## src/rtl/tm1638_serial_xfer.sv

```systemverilog
// TM1638 serial master: multi-word writes under one STB, optional key-scan read; a word starts SPI activity one clock after accept.
// o_Busy stays high from the clock after accept until the word (or read phase and STB recovery) completes; offers while busy are dropped.
module tm1638_serial_xfer #(
    parameter int CYCLES      = 4,
    parameter int DATA_BITS   = 8,
    parameter int RD_BYTES    = 4,
    parameter int TURN_CYCLES = 8
) (
    input  logic                          i_Clk,
    input  logic                          i_Rst_n,
    output logic                          o_Busy,
    input  logic                          i_Data_Ready,
    input  logic [DATA_BITS-1:0]          i_Data,
    input  logic                          i_Last,
    input  logic                          i_Read,
    output logic                          o_Rd_Valid,
    output logic [DATA_BITS-1:0]          o_Rd_Data,
    output logic [$clog2(RD_BYTES):0]     o_Rd_Index,
    output logic                          o_SPI_Stb,
    output logic                          o_SPI_Clk,
    output logic                          o_SPI_Dio,
    output logic                          o_SPI_Dio_Oe,
    input  logic                          i_SPI_Dio,
    output logic [2:0]                    o_Diag_State,
    output logic [$clog2(DATA_BITS):0]    o_Diag_Bit
);

    localparam int MAXC = (CYCLES > TURN_CYCLES) ? CYCLES : TURN_CYCLES;
    localparam int CW   = $clog2(MAXC + 1);
    localparam int BW   = $clog2(DATA_BITS) + 1;
    localparam int IW   = $clog2(RD_BYTES) + 1;

    localparam logic [CW-1:0] HALF_LAST = CW'(CYCLES - 1);
    localparam logic [CW-1:0] TURN_LAST = CW'(TURN_CYCLES - 1);
    localparam logic [BW-1:0] BIT_LAST  = BW'(DATA_BITS - 1);
    localparam logic [IW-1:0] WORD_LAST = IW'(RD_BYTES - 1);

    typedef enum logic [2:0] {
        S_IDLE, S_SETUP, S_SHIFT, S_GAP, S_TURN, S_READ, S_HOLD, S_RECOVER
    } state_t;

    state_t               state_q, state_d;
    logic [CW-1:0]        cnt_q, cnt_d;
    logic [BW-1:0]        bit_q, bit_d;
    logic                 phase_q, phase_d;   // 0 = SPI clock low half of the cell
    logic [DATA_BITS-1:0] tx_q, tx_d;
    logic                 last_q, last_d;
    logic                 read_q, read_d;
    logic [DATA_BITS-1:0] rx_q, rx_d;
    logic [IW-1:0]        word_q, word_d;
    logic                 rd_valid_q, rd_valid_d;
    logic [DATA_BITS-1:0] rd_data_q, rd_data_d;
    logic [IW-1:0]        rd_index_q, rd_index_d;
    logic                 accept;
    logic                 half_done;

    always_comb begin
        o_Busy    = !((state_q == S_IDLE) || (state_q == S_GAP));
        accept    = i_Data_Ready && !o_Busy;
        half_done = (cnt_q == HALF_LAST);

        state_d    = state_q;
        cnt_d      = cnt_q;
        bit_d      = bit_q;
        phase_d    = phase_q;
        tx_d       = tx_q;
        last_d     = last_q;
        read_d     = read_q;
        rx_d       = rx_q;
        word_d     = word_q;
        rd_valid_d = 1'b0;
        rd_data_d  = rd_data_q;
        rd_index_d = rd_index_q;

        case (state_q)
            S_IDLE, S_GAP: begin
                if (accept) begin
                    // From GAP the strobe is already low, so the setup phase is skipped.
                    state_d = (state_q == S_IDLE) ? S_SETUP : S_SHIFT;
                    cnt_d   = '0;
                    bit_d   = '0;
                    phase_d = 1'b0;
                    tx_d    = i_Data;
                    last_d  = i_Last | i_Read;
                    read_d  = i_Read;
                end
            end
            S_SETUP: begin
                if (half_done) begin
                    state_d = S_SHIFT;
                    cnt_d   = '0;
                    bit_d   = '0;
                    phase_d = 1'b0;
                end else begin
                    cnt_d = cnt_q + CW'(1);
                end
            end
            S_SHIFT: begin
                if (half_done) begin
                    cnt_d   = '0;
                    phase_d = !phase_q;
                    if (phase_q) begin
                        tx_d = tx_q >> 1;
                        if (bit_q == BIT_LAST) begin
                            bit_d   = '0;
                            state_d = read_q ? S_TURN : (last_q ? S_HOLD : S_GAP);
                        end else begin
                            bit_d = bit_q + BW'(1);
                        end
                    end
                end else begin
                    cnt_d = cnt_q + CW'(1);
                end
            end
            S_TURN: begin
                if (cnt_q == TURN_LAST) begin
                    state_d = S_READ;
                    cnt_d   = '0;
                    bit_d   = '0;
                    phase_d = 1'b0;
                    word_d  = '0;
                end else begin
                    cnt_d = cnt_q + CW'(1);
                end
            end
            S_READ: begin
                if (half_done) begin
                    cnt_d   = '0;
                    phase_d = !phase_q;
                    if (!phase_q) begin
                        // LSB arrives first, so shift in from the top.
                        rx_d                = rx_q >> 1;
                        rx_d[DATA_BITS-1]   = i_SPI_Dio;
                    end else if (bit_q == BIT_LAST) begin
                        bit_d      = '0;
                        rd_valid_d = 1'b1;
                        rd_data_d  = rx_q;
                        rd_index_d = word_q;
                        word_d     = word_q + IW'(1);
                        if (word_q == WORD_LAST) begin
                            state_d = S_HOLD;
                        end
                    end else begin
                        bit_d = bit_q + BW'(1);
                    end
                end else begin
                    cnt_d = cnt_q + CW'(1);
                end
            end
            S_HOLD, S_RECOVER: begin
                if (half_done) begin
                    state_d = (state_q == S_HOLD) ? S_RECOVER : S_IDLE;
                    cnt_d   = '0;
                end else begin
                    cnt_d = cnt_q + CW'(1);
                end
            end
            default: state_d = S_IDLE;
        endcase
    end

    always_comb begin
        o_SPI_Stb    = 1'b0;
        o_SPI_Clk    = 1'b1;
        o_SPI_Dio    = 1'b1;
        o_SPI_Dio_Oe = 1'b1;
        case (state_q)
            S_IDLE, S_RECOVER: o_SPI_Stb = 1'b1;
            S_SHIFT: begin
                o_SPI_Clk = phase_q;
                o_SPI_Dio = tx_q[0];
            end
            S_TURN:  o_SPI_Dio_Oe = 1'b0;
            S_READ: begin
                o_SPI_Dio_Oe = 1'b0;
                o_SPI_Clk    = phase_q;
            end
            default: ;
        endcase
    end

    always_ff @(posedge i_Clk or negedge i_Rst_n) begin
        if (!i_Rst_n) begin
            state_q    <= S_IDLE;
            cnt_q      <= '0;
            bit_q      <= '0;
            phase_q    <= 1'b0;
            tx_q       <= '0;
            last_q     <= 1'b0;
            read_q     <= 1'b0;
            rx_q       <= '0;
            word_q     <= '0;
            rd_valid_q <= 1'b0;
            rd_data_q  <= '0;
            rd_index_q <= '0;
        end else begin
            state_q    <= state_d;
            cnt_q      <= cnt_d;
            bit_q      <= bit_d;
            phase_q    <= phase_d;
            tx_q       <= tx_d;
            last_q     <= last_d;
            read_q     <= read_d;
            rx_q       <= rx_d;
            word_q     <= word_d;
            rd_valid_q <= rd_valid_d;
            rd_data_q  <= rd_data_d;
            rd_index_q <= rd_index_d;
        end
    end

    assign o_Rd_Valid   = rd_valid_q;
    assign o_Rd_Data    = rd_data_q;
    assign o_Rd_Index   = rd_index_q;
    assign o_Diag_State = state_q;
    assign o_Diag_Bit   = bit_q;

endmodule

```

## config.mk

```make
export PLATFORM = sky130hd
export DESIGN_NAME = tm1638_serial_xfer
export DESIGN_NICKNAME = d
export VERILOG_FILES = /design/src/rtl/tm1638_serial_xfer.sv
export SDC_FILE = /design/constraint.sdc
export NUM_CORES = 1
export LEC_CHECK = 0
export BUFFER_PORTS_ARGS = -buffer_cell sky130_fd_sc_hd__buf_2
export CORE_MARGIN = 4
export CORE_UTILIZATION = 45
export CTS_CLUSTER_DIAMETER = 150
export CTS_CLUSTER_SIZE = 16
export DETAILED_ROUTE_END_ITERATION = 16
export PLACE_DENSITY = 0.7
export SETUP_SLACK_MARGIN = 0.4
export SLEW_MARGIN = 20
export SYNTH_ARGS = -nofsm -noshare
export SYNTH_HDL_FRONTEND = slang
export SYNTH_SLANG_ARGS = --single-unit
```

## constraint.sdc

```tcl
create_clock -name i_Clk -period 2.7 [get_ports i_Clk]
set_input_delay 0 -clock i_Clk [delete_from_list [all_inputs] [get_ports i_Clk]]
set_output_delay 0 -clock i_Clk [all_outputs]
set_load 0.005 [all_outputs]
```

==> results of run 1 <==
tightest hold or removal path, cell delays in order:
cell	delay [ps]
buf_2	80
mux2i_1	50
o21ai_0	140
what timing repair did:
| item | CTS | global route |
|---|---|---|
| endpoints found under the hold margin | 54 | 0 |
| setup endpoints to repair | 0 | 22 |
| resized for setup | 0 | 2 |
| setup buffers | 0 | 2 |
| hold buffers | 10 | 0 |
routing by layer:
layer | global-route usage | vias to the layer above | routed length [um] | part of all wire
li1 | - | 852 | - | -
met1 | 0.225 | 799 | 2180 | 0.47
met2 | 0.242 | 35 | 2160 | 0.47
met3 | 0.0339 | 6 | 206 | 0.045
met4 | 0.0361 | 0 | 46 | 0.010
met5 | 0 | - | 0 | 0
registers in the layout (all words and copies together), names as in the netlist, 3 cells and up:
signal	cells
cnt_q	4
tx_q	8
o_Diag_State	3
o_Rd_Index	3
word_q	3
o_Diag_Bit	4
rx_q	8
o_Rd_Data	8
kinds of logic (layout without fill, tap and decap cells):
kind of cell | after synthesis | count (layout) | synth area share
simple gates | 67 | 67 | 0.149
compound gates | 46 | 46 | 0.128
flops | 45 | 45 | 0.486
mux | 31 | 31 | 0.158
buf+inv | 18 | 66 | 0.0486
fa+ha+maj | 4 | 4 | 0.0216
xor+xnor | 2 | 2 | 0.00757
cells in the final DEF (no fill, tap or decap), drive strengths merged, types with 2 or more instances in the layout:
cell type    instances
nand3b               3
buf                 43
a32o                 2
inv                  6
mux2i               10
and3                 2
nor2b                7
ha                   4
a21oi                9
dlygate4sd3         10
nor2                11
o21ai               18
dfrtp               45
nand2               23
mux2                21
or3                  3
nand3                7
nand2b               4
nor3b                2
clkbuf               5
a22o                 2
o211ai               4
how the worst max path moves through the flow:
stage                              end  cells past startpoint
after detailed placement  o_Rd_Data[7]                      5
after global routing           rx_q[7]                      4
final                          rx_q[7]                      4
after CTS                 o_Rd_Data[7]                      5
after floorplan           o_Rd_Data[2]                      7
after global placement    o_Rd_Data[1]                      5
Yosys cell counts (2+ instances only):
master,count,area share
nor3b_1,2,0.0065
buf_6,2,0.0097
o21ai_1,2,0.0043
nor2b_1,7,0.019
or3_1,3,0.0081
a21oi_1,9,0.019
inv_1,5,0.0081
clkbuf_1,3,0.0049
a22o_1,2,0.0076
nand3_1,7,0.015
nor2_1,10,0.016
nand3b_1,3,0.0097
mux2i_1,10,0.043
mux2_1,5,0.024
nand2_1,23,0.037
a32o_1,2,0.0086
and3_1,2,0.0054
o211ai_1,4,0.013
o21ai_0,16,0.035
dfrtp_1,45,0.49
nand2b_1,4,0.011
buf_2,5,0.011
mux2_4,8,0.052
ha_1,4,0.022
mux2_2,8,0.039
buf_4,2,0.0065
cell type report:
class / instances / area [um2]
Inverter: 5 / 18.8
Clock buffer: 5 / 68.8
Fill cell: 427 / 2080
Tap cell: 67 / 83.8
Multi-Input combinational cell: 150 / 1080
Clock inverter: 3 / 50.0
Timing Repair Buffer: 53 / 333
Sequential cell: 45 / 1130
through the flow:
stage | area, um2 | util | hold WS, ps
final | 2760 | 0.570 | 7.29
after global routing | 2760 | 0.570 | 46.6
after CTS | 2740 | 0.566 | 2.22
after detailed placement | 2520 | 0.521 | 214
after global placement | 2520 | 0.521 | 217
after floorplan | 2310 | - | -296
where the power goes:
group / total (uW) / leakage (uW) / internal, uW / switching (uW)
Sequential: 678 / 0.000604 / 676 / 1.92
Combinational: 41.2 / 0.000737 / 20.2 / 21.0
Clock: 527 / 0.0000603 / 284 / 243
Total: 1250 / 0.00140 / 980 / 266
==> flow_summary.ini, run 1 <==
[outcome]
status = complete, no violations

[power_and_ir_drop]
p_leak_uw = 0.00140
ir_drop_uv = 225
power_density_nw_per_um2 = 451
finalPower_uw = 1250

[logic_synthesis]
synth_edf_count = 0
synthCells = 213
async_flop_share = 1.00
synth_cell_types = 46
ys_seq_elements = 45
syn_area_um2 = 2310
ys_seq_area_frac = 0.486
yosys_warnings = 0
syn-num-nets = 231
syn_area_per_cell_um2 = 10.9
synth-main-ff-cell = dfrtp_1

[global_routing]
antenna_found_initial = 0
grt_pass1_wl_mm = 7.80
grt_max_degree = 46
track_usage = 0.157
grt-ovfl-total = 0
grt_pass1_vias = 1618

[critical_path]
reg2reg_to = rx_q[7]
cpLargestDelayFamily = simple AND/OR/NAND/NOR gates
cp_slowest_cell = or3_1
crit_start = cnt_q[0]
r2r-start = cnt_q[0]
cp_max_fo = 8
max_stage_delay_ps = 550
worstSetupStartpointType = register
critPathRequiredTime_ps = 2890
worst-r2r-cell-count = 4
critPathKind = reg -> reg
endpoint_kind = register
reg2reg_slack_ps = 610
path_cells = ha_1 -> or3b_4 -> or3_1 -> mux2_4
path_buf_inv = 0
cp.arrival_ps = 2280

[detailed_routing]
drc = 0
avgViaCountPerCell = 5.16
route.detailed.wl_per_inst_um = 14.0
firstDrtPassIters = 4
wl_mm = 4.60
drt-initial-drc-count = 80
ant_nets = 0
vias = 1692

[clock_tree]
cts_tree = done
clock_latency_ps = 300
cts_buffer_depth = 2
clkTransAtPathRegs_ps = 90
h-tree-depth = 2
cts.sinks = 45
root_buffer = clkbuf_8
cts_buffers = 5

[placed_design]
routabilityCongestion = 0.787
dp_cells = 308
detailed_place_hpwl_mm = 3.20
post-place-ws_ps = 488
io_buffers = 37

[final_layout]
syn_to_final_growth_pct = 19.4
drive_gt1_frac = 0.287
nets = 278
diodes = 0
final_cells = 328

[min_path]
min_to = tx_q[3]
hold_start = i_Data[3]
hold_path_class = in -> reg
min_path_cells = 3

[die]
die_x_um = 79.7
num_rows = 25
design.core.area_um2 = 4850
die-height_um = 79.7
fp.dieArea_um2 = 6360
ios = 38
start_util = 0.477

[timing]
final-hold-violation-count = 0
rsz0062_at_grt = false
fin_crit_ps = 2090
tightest_slew_ps = 571
final_max_slew_viol_count = 0
fin_crit_sh = 0.774
skew_ps = 7.34
setup_tns_ps = 0
relSlewSlack = 0.619
fmax_mhz = 479
finalSetupViolCount = 0
final.setup.worst_slack_ps = 610

[job]
cap_violations = 0
No activity file was read; power rests on OpenSTA's default activity.
==> inputs of run 2 (changes only) <==
- ABC_AREA: unset -> 1
- clock period: 2.7 -> 2.2 ns (I/O delays scaled with it)
==> run 2 against run 1 <==
Fmax increased by 27%. Area after synthesis up 3.5%. Cell count up 20%. Clock skew is 2.3 ps lower. Largest cell class unchanged.
==> flow_summary.ini, run 2 <==
[die]
ios = 38
die-height_um = 81.0
die_x_um = 81.0
fp.dieArea_um2 = 6550
design.core.area_um2 = 5140
num_rows = 26
start_util = 0.466

[logic_synthesis]
synth_commonest_cells = nand2_1 (77), dfrtp_1 (45), inv_1 (25)
synthMostInstantiatedCell = nand2_1
syn-num-nets = 298
synthTopCellsByArea = dfrtp_1 (47%), nand2_1 (12%), o21ai_2 (5.9%), o21ai_0 (4.0%), inv_1 (3.9%)
syn_area_per_cell_um2 = 8.55
syn_area_um2 = 2390
yosys_warnings = 0
synth-main-ff-cell = dfrtp_1
synthCells = 280
synth_cell_types = 30
async_flop_share = 1.00
yosysTopAreaCellShare = 0.470
synth_edf_count = 0
yosysTopAreaCell = dfrtp_1
ys_seq_elements = 45
ys_seq_area_frac = 0.470

[job]
cap_violations = 0

[critical_path]
worstSetupStartpointType = register
cp_max_fo = 16
endpoint_kind = register
worst-r2r-cell-count = 7
reg2reg_to = tx_q[0]
reg2reg_slack_ps = 560
path_cells = inv_1 -> nand3_2 -> inv_2 -> nand2_1 -> nand3_4 -> nand2_1 -> o21ai_2
max_stage_delay_ps = 390
critPathKind = reg -> reg
cp.arrival_ps = 1860
crit_top_cell = nand2_1
cp_slowest_cell = dfrtp_1
critPathRequiredTime_ps = 2420
r2r-start = o_Diag_State[2]

[global_routing]
grt-ovfl-total = 0
grt_pass1_wl_mm = 7.78
grt_pass1_vias = 1669
track_usage = 0.153
grt_max_degree = 27
antenna_found_initial = 0

[final_layout]
drive_gt1_frac = 0.320
syn_to_final_growth_pct = 16.2
nets = 342
diodes = 0
utilization = 0.542
layout_commonest_cell = nand2_1
most-common-layout-cells = nand2_1 (77), dfrtp_1 (43), buf_2 (37)

[detailed_routing]
route.detailed.wl_per_inst_um = 12.0
drt-initial-drc-count = 92
avgViaCountPerCell = 4.79
vias = 1894
drc = 0
firstDrtPassIters = 4
wl_mm = 4.74
ant_nets = 0

[clock_tree]
postCtsSetupBuffers = 0
root_buffer = clkbuf_8
h-tree-depth = 2
clock_latency_ps = 290
cts_buffer_depth = 2
clkTransAtPathRegs_ps = 80
cts_buffers = 5
cts_tree = done
cts.sinks = 45

[power_and_ir_drop]
power_density_nw_per_um2 = 1210
p_leak_uw = 0.00143
ir_drop_uv = 503

[timing]
setup_tns_ps = 0
tightest_slew_ps = 304
final_max_slew_viol_count = 0
rsz0062_at_grt = true
final-hold-violation-count = 0
finalSetupViolCount = 0
holdWs_ps = 6.96
relSlewSlack = 0.795
skew_ps = 5.04
fin_crit_sh = 0.747
fin_crit_ps = 1640
fmax_mhz = 609

[min_path]
min_to = last_q
hold_start = i_Last
hold_path_class = in -> reg
min_path_cells = 3

[outcome]
status = complete, no violations

[placed_design]
io_buffers = 37
detailed_place_hpwl_mm = 3.38
routabilityCongestion = 0.849
==> run 2: changes by cell type after synthesis, sizes merged, moves of 4 or more <==
cell	change
mux2	-21
inv	+27
or2	+8
o21ai	+27
nand2b	-4
nor2	+13
nand3	+6
nor2b	-7
a21oi	-5
mux2i	-10
nand2	+63
o211ai	-4
==> run 2: cells by family after synthesis <==
family,Yosys count,synth area share
fa+ha+maj,4,0.0209
flops,45,0.470
compound gates,54,0.145
xor+xnor,3,0.0110
simple gates,133,0.262
buf+inv,41,0.0909
==> run 2: critical path, delay by kind of cell (launching register included) <==
| kind | cells | cell delay [ps] |
|---|---|---|
| simple gates | 4 | 710 |
| flops | 1 | 390 |
| compound gates | 1 | 60 |
| buf+inv | 2 | 390 |
==> run 2: report_power, final <==
part           internal, uW  leakage (uW)  switching [uW]  total, uW
combinational           563      0.000778             993       1560
clock                   341     0.0000554             275        616
sequential             1020      0.000595             172       1200
==> run 2: timing repair <==
action / CTS / global route
endpoints found under the setup margin: 9 / 9
resized for setup: 3 / 1
hold buffers: 4 / 0
endpoints found under the hold margin: 48 / 0
pin swaps: 0 / 1
gates cloned: 0 / 1
==> run 2: how the worst max path moves through the flow <==
| stage | startpoint | cells past startpoint | end | slack [ps] |
|---|---|---|---|---|
| final | o_Diag_State[2] | 7 | tx_q[0] | 560 |
| after global routing | o_Diag_State[2] | 7 | tx_q[2] | 380 |
| after CTS | o_Diag_State[2] | 7 | tx_q[0] | 460 |
| after detailed placement | o_Diag_State[0] | 5 | word_q[0] | 350 |
| after global placement | o_Diag_State[0] | 7 | tx_q[1] | 430 |
| after floorplan | cnt_q[0] | 7 | rx_q[6] | 750 |
==> run 2: per-layer routing <==
layer  vias up  routed length (um)  share of wire  track usage
li1        977                   -              -            -
met4         0                  63          0.013       0.0507
met1       870                2300           0.49        0.215
met2        41                2180           0.46        0.229
met5         -                   0              0            0
met3         6                 198          0.042       0.0377
==> run 2: layout make-up <==
type | count | area, um2
multi-input cells | 195 | 1080
inverters | 32 | 125
clock inverters | 2 | 38.8
repair buffers | 45 | 255
fillers | 510 | 2360
flip-flops and latches | 45 | 1130
well taps | 70 | 87.6
clock buffers | 6 | 72.6
==> run 2: stage by stage <==
stage                     setup WS [ps]  instances  total power, uW  area (um2)
after floorplan                     755        280             2450        2390
after global placement              427        382             2710        2610
after detailed placement            348        382             2730        2610
after CTS                           463        394             3370        2770
after global routing                382        395             3670        2780
final                               557        395             3370        2780
